File: src/rtl/seg7_capture_if.sv
`default_nettype none
// ============================================================================
//  Module   : seg7_capture_if
//  Purpose  : Bundles the sampled display lines and the published read-back
//             value of seg7_capture.
//  Signals  : seg_in[6:0]  segment lines (bit0=a .. bit6=g), raw polarity
//             dig_in[1:0]  digit strobes (bit0=ones, bit1=tens), raw polarity
//             pol          1: lines active-high, 0: active-low
//             digit1[3:0]  published ones digit (BCD)
//             digit10[3:0] published tens digit (BCD, 0 when blank)
//             tens_blank   published tens digit was blank
//             valid        a value has been published since reset
//             update       one-cycle pulse on each publish
//             err          one-cycle pulse when a frame is discarded
//  Modports : master = display side / bench, slave = seg7_capture
//  Revision : 1.0  initial release
// ============================================================================
interface seg7_capture_if;
    logic [6:0] seg_in;
    logic [1:0] dig_in;
    logic       pol;
    logic [3:0] digit1;
    logic [3:0] digit10;
    logic       tens_blank;
    logic       valid;
    logic       update;
    logic       err;

    modport master (
        output seg_in, dig_in, pol,
        input  digit1, digit10, tens_blank, valid, update, err
    );

    modport slave (
        input  seg_in, dig_in, pol,
        output digit1, digit10, tens_blank, valid, update, err
    );
endinterface
`default_nettype wire

File: src/rtl/seg7_capture.sv
`default_nettype none
// ============================================================================
//  Module   : seg7_capture
//  Purpose  : Reads back a two-digit multiplexed seven-segment display.
//             Synchronizes the segment/strobe lines, waits for each digit to
//             settle, decodes glyphs to BCD and publishes a value once it has
//             been seen in CONFIRM consecutive identical frames.
//  Ports    : clk  - single clock, rising edge
//             rst  - asynchronous active-high reset
//             bus  - seg7_capture_if.slave (display inputs, published value)
//  Revision : 1.0  initial release
// ============================================================================
module seg7_capture #(
    parameter int SETTLE       = 4,
    parameter int TENS_TIMEOUT = 64,
    parameter int CONFIRM      = 2
) (
    input  wire logic       clk,
    input  wire logic       rst,
    seg7_capture_if.slave   bus
);

    localparam int STAB_W  = ($clog2(SETTLE + 1) > 3) ? $clog2(SETTLE + 1) : 3;
    localparam int TMR_W   = $clog2(TENS_TIMEOUT + 1);
    localparam int MATCH_W = ($clog2(CONFIRM + 1) > 1) ? $clog2(CONFIRM + 1) : 1;

    typedef enum logic [1:0] {
        WAIT_ONES = 2'd0,
        WAIT_TENS = 2'd1,
        FRAME     = 2'd2
    } state_t;

    // Returns {glyph_ok, bcd}; any pattern outside the ten digits is invalid.
    function automatic logic [4:0] decode(input logic [6:0] g);
        case (g)
            7'h3F:   decode = {1'b1, 4'd0};
            7'h06:   decode = {1'b1, 4'd1};
            7'h5B:   decode = {1'b1, 4'd2};
            7'h4F:   decode = {1'b1, 4'd3};
            7'h66:   decode = {1'b1, 4'd4};
            7'h6D:   decode = {1'b1, 4'd5};
            7'h7D:   decode = {1'b1, 4'd6};
            7'h07:   decode = {1'b1, 4'd7};
            7'h7F:   decode = {1'b1, 4'd8};
            7'h6F:   decode = {1'b1, 4'd9};
            default: decode = 5'b0_0000;
        endcase
    endfunction

    logic [6:0]         seg_s1, seg_s2, prev_seg;
    logic [1:0]         dig_s1, dig_s2, prev_strb;
    logic [STAB_W-1:0]  stab;
    logic               settled_d;
    logic [TMR_W-1:0]   timer;
    logic [MATCH_W-1:0] match;
    logic [8:0]         prev_frame;
    logic [3:0]         cand1, cand10;
    logic               blank;
    state_t             state;

    logic [3:0]         digit1, digit10;
    logic               tens_blank, valid, update, err;

    logic [6:0]         seg;
    logic [1:0]         strb;
    logic               changed;
    logic               at_settle;
    logic               fire;
    logic [4:0]         dec;
    logic [8:0]         frame_val;
    logic [MATCH_W-1:0] next_match;

    always_comb begin
        seg       = seg_s2 ^ {7{~bus.pol}};
        strb      = dig_s2 ^ {2{~bus.pol}};
        changed   = (seg != prev_seg) || (strb != prev_strb);
        at_settle = (stab == STAB_W'(SETTLE));
        // Capture only on the first settled cycle; the saturated counter
        // would otherwise re-trigger for as long as the strobe is held.
        fire      = at_settle && !settled_d;
        dec       = decode(seg);
        frame_val = {blank, cand10, cand1};
        if (frame_val != prev_frame)
            next_match = MATCH_W'(1);
        else if (match == MATCH_W'(CONFIRM))
            next_match = match;
        else
            next_match = match + MATCH_W'(1);
    end

    always_ff @(posedge clk or posedge rst) begin
        if (rst) begin
            seg_s1     <= '0;
            seg_s2     <= '0;
            dig_s1     <= '0;
            dig_s2     <= '0;
            prev_seg   <= '0;
            prev_strb  <= '0;
            stab       <= '0;
            settled_d  <= 1'b0;
            timer      <= '0;
            match      <= '0;
            prev_frame <= '0;
            cand1      <= '0;
            cand10     <= '0;
            blank      <= 1'b0;
            state      <= WAIT_ONES;
            digit1     <= '0;
            digit10    <= '0;
            tens_blank <= 1'b0;
            valid      <= 1'b0;
            update     <= 1'b0;
            err        <= 1'b0;
        end else begin
            seg_s1    <= bus.seg_in;
            seg_s2    <= seg_s1;
            dig_s1    <= bus.dig_in;
            dig_s2    <= dig_s1;
            prev_seg  <= seg;
            prev_strb <= strb;
            settled_d <= at_settle;
            update    <= 1'b0;
            err       <= 1'b0;

            if (changed)
                stab <= '0;
            else if (!at_settle)
                stab <= stab + STAB_W'(1);

            // The tens timer keeps running through dark periods and repeated
            // ones strobes; only a fresh ones capture restarts it.
            if (state == WAIT_TENS)
                timer <= timer + TMR_W'(1);

            if (fire && strb == 2'b11) begin
                err   <= 1'b1;
                match <= '0;
                state <= WAIT_ONES;
            end else begin
                case (state)
                    WAIT_ONES: begin
                        if (fire && strb == 2'b01) begin
                            if (dec[4]) begin
                                cand1 <= dec[3:0];
                                timer <= '0;
                                state <= WAIT_TENS;
                            end else begin
                                err <= 1'b1;
                            end
                        end
                    end
                    WAIT_TENS: begin
                        if (fire && strb == 2'b10) begin
                            if (dec[4]) begin
                                // A displayed leading zero counts as tens=0.
                                cand10 <= dec[3:0];
                                blank  <= 1'b0;
                                state  <= FRAME;
                            end else begin
                                err   <= 1'b1;
                                state <= WAIT_ONES;
                            end
                        end else if (timer == TMR_W'(TENS_TIMEOUT)) begin
                            cand10 <= '0;
                            blank  <= 1'b1;
                            state  <= FRAME;
                        end
                    end
                    FRAME: begin
                        prev_frame <= frame_val;
                        match      <= next_match;
                        if (next_match == MATCH_W'(CONFIRM) &&
                            (!valid || frame_val != {tens_blank, digit10, digit1})) begin
                            digit1     <= cand1;
                            digit10    <= cand10;
                            tens_blank <= blank;
                            valid      <= 1'b1;
                            update     <= 1'b1;
                        end
                        state <= WAIT_ONES;
                    end
                    default: state <= WAIT_ONES;
                endcase
            end
        end
    end

    assign bus.digit1     = digit1;
    assign bus.digit10    = digit10;
    assign bus.tens_blank = tens_blank;
    assign bus.valid      = valid;
    assign bus.update     = update;
    assign bus.err        = err;

endmodule
`default_nettype wire

File: src/flat_wrapper.sv
// flat-port wrapper written by rule: the top's interface ports become plain ports
module seg7_capture_flat 
#(
    parameter int SETTLE       = 4,
    parameter int TENS_TIMEOUT = 64,
    parameter int CONFIRM      = 2
)
  (clk, rst, bus_seg_in, bus_dig_in, bus_pol, bus_digit1, bus_digit10, bus_tens_blank, bus_valid, bus_update, bus_err);
  seg7_capture_if bus_i ();
  input  wire logic clk;
  input  wire logic rst;
  input wire logic [$bits(bus_i.seg_in)-1:0] bus_seg_in;
  input wire logic [$bits(bus_i.dig_in)-1:0] bus_dig_in;
  input wire logic [$bits(bus_i.pol)-1:0] bus_pol;
  output wire logic [$bits(bus_i.digit1)-1:0] bus_digit1;
  output wire logic [$bits(bus_i.digit10)-1:0] bus_digit10;
  output wire logic [$bits(bus_i.tens_blank)-1:0] bus_tens_blank;
  output wire logic [$bits(bus_i.valid)-1:0] bus_valid;
  output wire logic [$bits(bus_i.update)-1:0] bus_update;
  output wire logic [$bits(bus_i.err)-1:0] bus_err;
  assign bus_i.seg_in = bus_seg_in;
  assign bus_i.dig_in = bus_dig_in;
  assign bus_i.pol = bus_pol;
  assign bus_digit1 = bus_i.digit1;
  assign bus_digit10 = bus_i.digit10;
  assign bus_tens_blank = bus_i.tens_blank;
  assign bus_valid = bus_i.valid;
  assign bus_update = bus_i.update;
  assign bus_err = bus_i.err;
  seg7_capture #(.SETTLE(SETTLE), .TENS_TIMEOUT(TENS_TIMEOUT), .CONFIRM(CONFIRM)) u_core (.clk(clk), .rst(rst), .bus(bus_i));
endmodule
File: config.mk
export PLATFORM = sky130hd
export DESIGN_NAME = seg7_capture_flat
export DESIGN_NICKNAME = d
export VERILOG_FILES = /design/src/rtl/seg7_capture_if.sv /design/src/rtl/seg7_capture.sv /design/src/flat_wrapper.sv
export SDC_FILE = /design/constraint.sdc
export NUM_CORES = 1
export LEC_CHECK = 0
export CAP_MARGIN = 20
export CORE_UTILIZATION = 60
export DETAILED_ROUTE_END_ITERATION = 8
export GPL_ROUTABILITY_DRIVEN = 0
export GPL_TIMING_DRIVEN = 0
export PLACE_DENSITY = 0.8
export SYNTH_ARGS = -nofsm -noshare
export SYNTH_HDL_FRONTEND = slang
export SYNTH_SLANG_ARGS = --single-unit
File: constraint.sdc
create_clock -name clk -period 7.05 [get_ports clk]
set_input_delay 1.41 -clock clk [delete_from_list [all_inputs] [get_ports clk]]
set_output_delay 1.41 -clock clk [all_outputs]
set_load 0.1 [all_outputs]
==> metrics.yaml <==
synthesis:
  syn-num-nets: 307
  yosys_warnings: 0
  synth_top_area_share_pct: 52.6
  ys_types: 53
  syn_avg_cell_area_um2: 11.8
  synth-edff-count: 0
  synthTopCellsByArea: "dfrtp_1, xnor2_1, mux2_2"
  synthFlopType: "dfrtp_1"
  syn_inst: 290
  synth_top_area_cell: "dfrtp_1"
  async_reset_ff_share_pct: 100
  syn_area_um2: 3430
  seq_area_frac_synth_pct: 52.6
  ys_ff_latch: 72
clock_network:
  cts_setup_buffers: 0
  clock_tree.root_cell: "clkbuf_8"
  hold_buffers: 0
  htreeDepth: 3
  insertion_delay_ns: 0.34
  clock-sinks: 72
  numCtsBuffers: 9
  cts_tree: "done"
  cts_resized: 0
  cts.clk_slew.worst_paths_ns: 0.07
  cts_buffer_depth: 2
timing:
  skew_ns: 0.00775
  slew-limit-headroom_pct: 32.2
  hold_viol: 0
  tightest_slew_ns: 1.02
  fin_tns_setup_ns: 0
  rsz0062_at_grt: "no"
  period_needed_ns: 3.59
  finalSetupViolCount: 0
  fin_crit_sh_pct: 51.0
  final_max_slew_viol_count: 0
  fmax_ghz: 0.278
floorplan:
  row_count: 27
  core-area_um2: 5510
  die_w_um: 77.6
  start_util_pct: 62.3
  fp.dieH_um: 77.6
  die_area_um2: 6020
  pin_count: 24
critical_path:
  critPathTopFamily: "compound AO/OA/AOI/OAI gates"
  slowest_delay_ns: 0.89
  cp.required_ns: 7.28
  crit_type: "in -> reg"
  rr_endpoint: "u_core.cand1[2]"
  rr_startpoint: "u_core.seg_s2[1]"
  cpMostUsedCell: "buf_6"
  start_kind: "input port"
  ff2ff_setup_slack_ns: 4.62
  cp_cell_sequence: "clkdlybuf4s50_1 -> buf_6 -> buf_6 -> o22ai_1 -> a222oi_1 -> a21oi_4 -> mux2_4"
  cpMaxStageDelayCell: "a222oi_1"
  r2r_cells: 6
  cp.arrival_ns: 3.82
  cp-end-kind: "flop"
  cp_max_fo: 10
  worst-path-buf-inv: 3
cells_and_area:
  drive_above_1_share_pct: 18.2
  final_cell_mix: "dfrtp_1, xnor2_1, clkdlybuf4s50_1, mux2_2, nor2_1"
  synthToLayoutAreaGrowth_pct: 14.2
  n_antenna_cell: 0
  final_common_cell: "dfrtp_1"
  fillers: 404
  num-nets-final: 341
run:
  drv_cap: 0
drt:
  drtIter0Drc: 197
  routedWlPerCell_um: 14.7
  wl_um: 5900
  dr.pass1.iters: 4
  ant_nets: 0
  drc_errors: 0
  via_per_inst: 5.47
  num_vias: 2195
global_route:
  grt_pass1_wl_um: 10200
  grt_antenna_before_repair: 0
  grt_pass1_vias: 2153
  gr-total-overflow: 0
  track_usage_pct: 22.5
  grt_max_degree: 73
min_path:
  worstHoldPathCells: 0
  min_path_type: "reg -> reg"
  min-delay-start: "u_core.seg_s1[3]"
  hold_end: "u_core.seg_s2[3]"
power:
  cellLeakagePower_nw: 1.76
  ir_worst_vdd_mv: 0.137
  finalPower_mw: 0.763
  power_density_nw_per_um2: 195
placement:
  detailed_place_hpwl_um: 4000
  port_buffers: 23
run_status:
  status: "finished clean"
==> layer usage <==
metal	part of all wire, %	routed length [um]	GRT usage, %
met1	46	2690	29.7
met2	48	2810	35.4
met4	2.2	127	11.9
met3	4.5	267	3.88
met5	0	0	0
==> synth_stat cells, types with 3 or more instances <==
| library cell | number |
|---|---|
| a21oi_1 | 7 |
| a22o_1 | 5 |
| and2_1 | 4 |
| buf_4 | 6 |
| buf_6 | 4 |
| dfrtp_1 | 72 |
| ha_1 | 5 |
| inv_1 | 12 |
| mux2_2 | 18 |
| mux2_4 | 3 |
| nand2_1 | 16 |
| nand3_1 | 4 |
| nand4_1 | 7 |
| nor2_1 | 17 |
| nor4_1 | 8 |
| o21ai_0 | 8 |
| or2_2 | 3 |
| or4_1 | 3 |
| xnor2_1 | 25 |
| xor2_1 | 16 |
==> area by class of cell <==
| class | count | area [um2] | share of cell area (%) |
|---|---|---|---|
| Timing Repair Buffer | 23 | 230 | 5.88 |
| Sequential cell | 72 | 1800 | 46.0 |
| Buffer | 13 | 103 | 2.62 |
| Tap cell | 72 | 90.1 | 2.30 |
| Inverter | 12 | 47.5 | 1.21 |
| Multi-Input combinational cell | 193 | 1480 | 37.8 |
| Clock inverter | 4 | 20.0 | 0.511 |
| Clock buffer | 12 | 145 | 3.71 |
==> worst register-to-register path, stage by stage, from the launching register on <==
cell	delay (ns)
dfrtp_1	0.38
buf_4	0.18
nand4_1	0.14
mux2i_2	0.11
a222oi_1	0.91
a21oi_4	0.26
mux2_4	0.36
==> metrics by stage <==
| step | hold slack, ns | instance area (um2) | setup WS, ns | utilization (%) | cells |
|---|---|---|---|---|---|
| CTS | 0.351 | 3920 | 3.48 | 71.1 | 401 |
| global route | 0.358 | 3920 | 3.29 | 71.1 | 401 |
| floorplan | 0.331 | 3430 | 3.82 | - | 290 |
| detailed placement | 0.335 | 3750 | 3.15 | 68.1 | 385 |
| global placement | 0.332 | 3750 | 2.72 | 68.1 | 385 |
| finish | 0.348 | 3920 | 3.46 | 71.1 | 401 |
==> cell families (layout without fill, tap and decap cells) <==
| kind of cell | count (synthesis) | after routing | share of synthesized area, % |
|---|---|---|---|
| DFF | 72 | 72 | 52.6 |
| buffers and inverters | 25 | 64 | 4.31 |
| and+or+nand+nor | 85 | 85 | 13.8 |
| AOI/OAI and AO/OA | 38 | 38 | 8.61 |
| xor gates and xnor gates | 42 | 42 | 10.9 |
| muxes | 23 | 23 | 7.92 |
| adders and majority gates | 5 | 5 | 1.82 |
==> where the power goes <==
group / internal [mW] / switching (mW)
sequential: 0.424 / 0.00482
combinational: 0.0251 / 0.0316
clock: 0.135 / 0.143
total: 0.584 / 0.179
==> flip-flops by register name (all words and copies together) (netlist names) <==
| register | flops |
|---|---|
| u_core.timer | 7 |
| u_core.cand1 | 4 |
| u_core.settled_d | 1 |
| u_core.bus.valid | 1 |
| u_core.cand10 | 4 |
| u_core.bus.digit10 | 4 |
| u_core.bus.update | 1 |
| u_core.bus.err | 1 |
| u_core.prev_seg | 7 |
| u_core.stab | 3 |
| u_core.prev_strb | 2 |
| u_core.state | 2 |
| u_core.blank | 1 |
| u_core.bus.digit1 | 4 |
| u_core.dig_s1 | 2 |
| u_core.prev_frame | 9 |
| u_core.seg_s1 | 7 |
| u_core.bus.tens_blank | 1 |
| u_core.seg_s2 | 7 |
| u_core.dig_s2 | 2 |
| u_core.match | 2 |
==> how the worst max path moves through the flow <==
stage / start / cells past startpoint / slack [ns] / to
after floorplan: rst / 1 / 3.82 / u_core.blank
after global placement: rst / 2 / 2.72 / u_core.bus.valid
after detailed placement: bus_pol / 7 / 3.15 / u_core.cand1[0]
after CTS: bus_pol / 7 / 3.48 / u_core.cand1[2]
after global routing: bus_pol / 7 / 3.29 / u_core.cand1[2]
final: bus_pol / 7 / 3.46 / u_core.cand1[2]
Note: power is estimated with default switching activity, not from simulation.
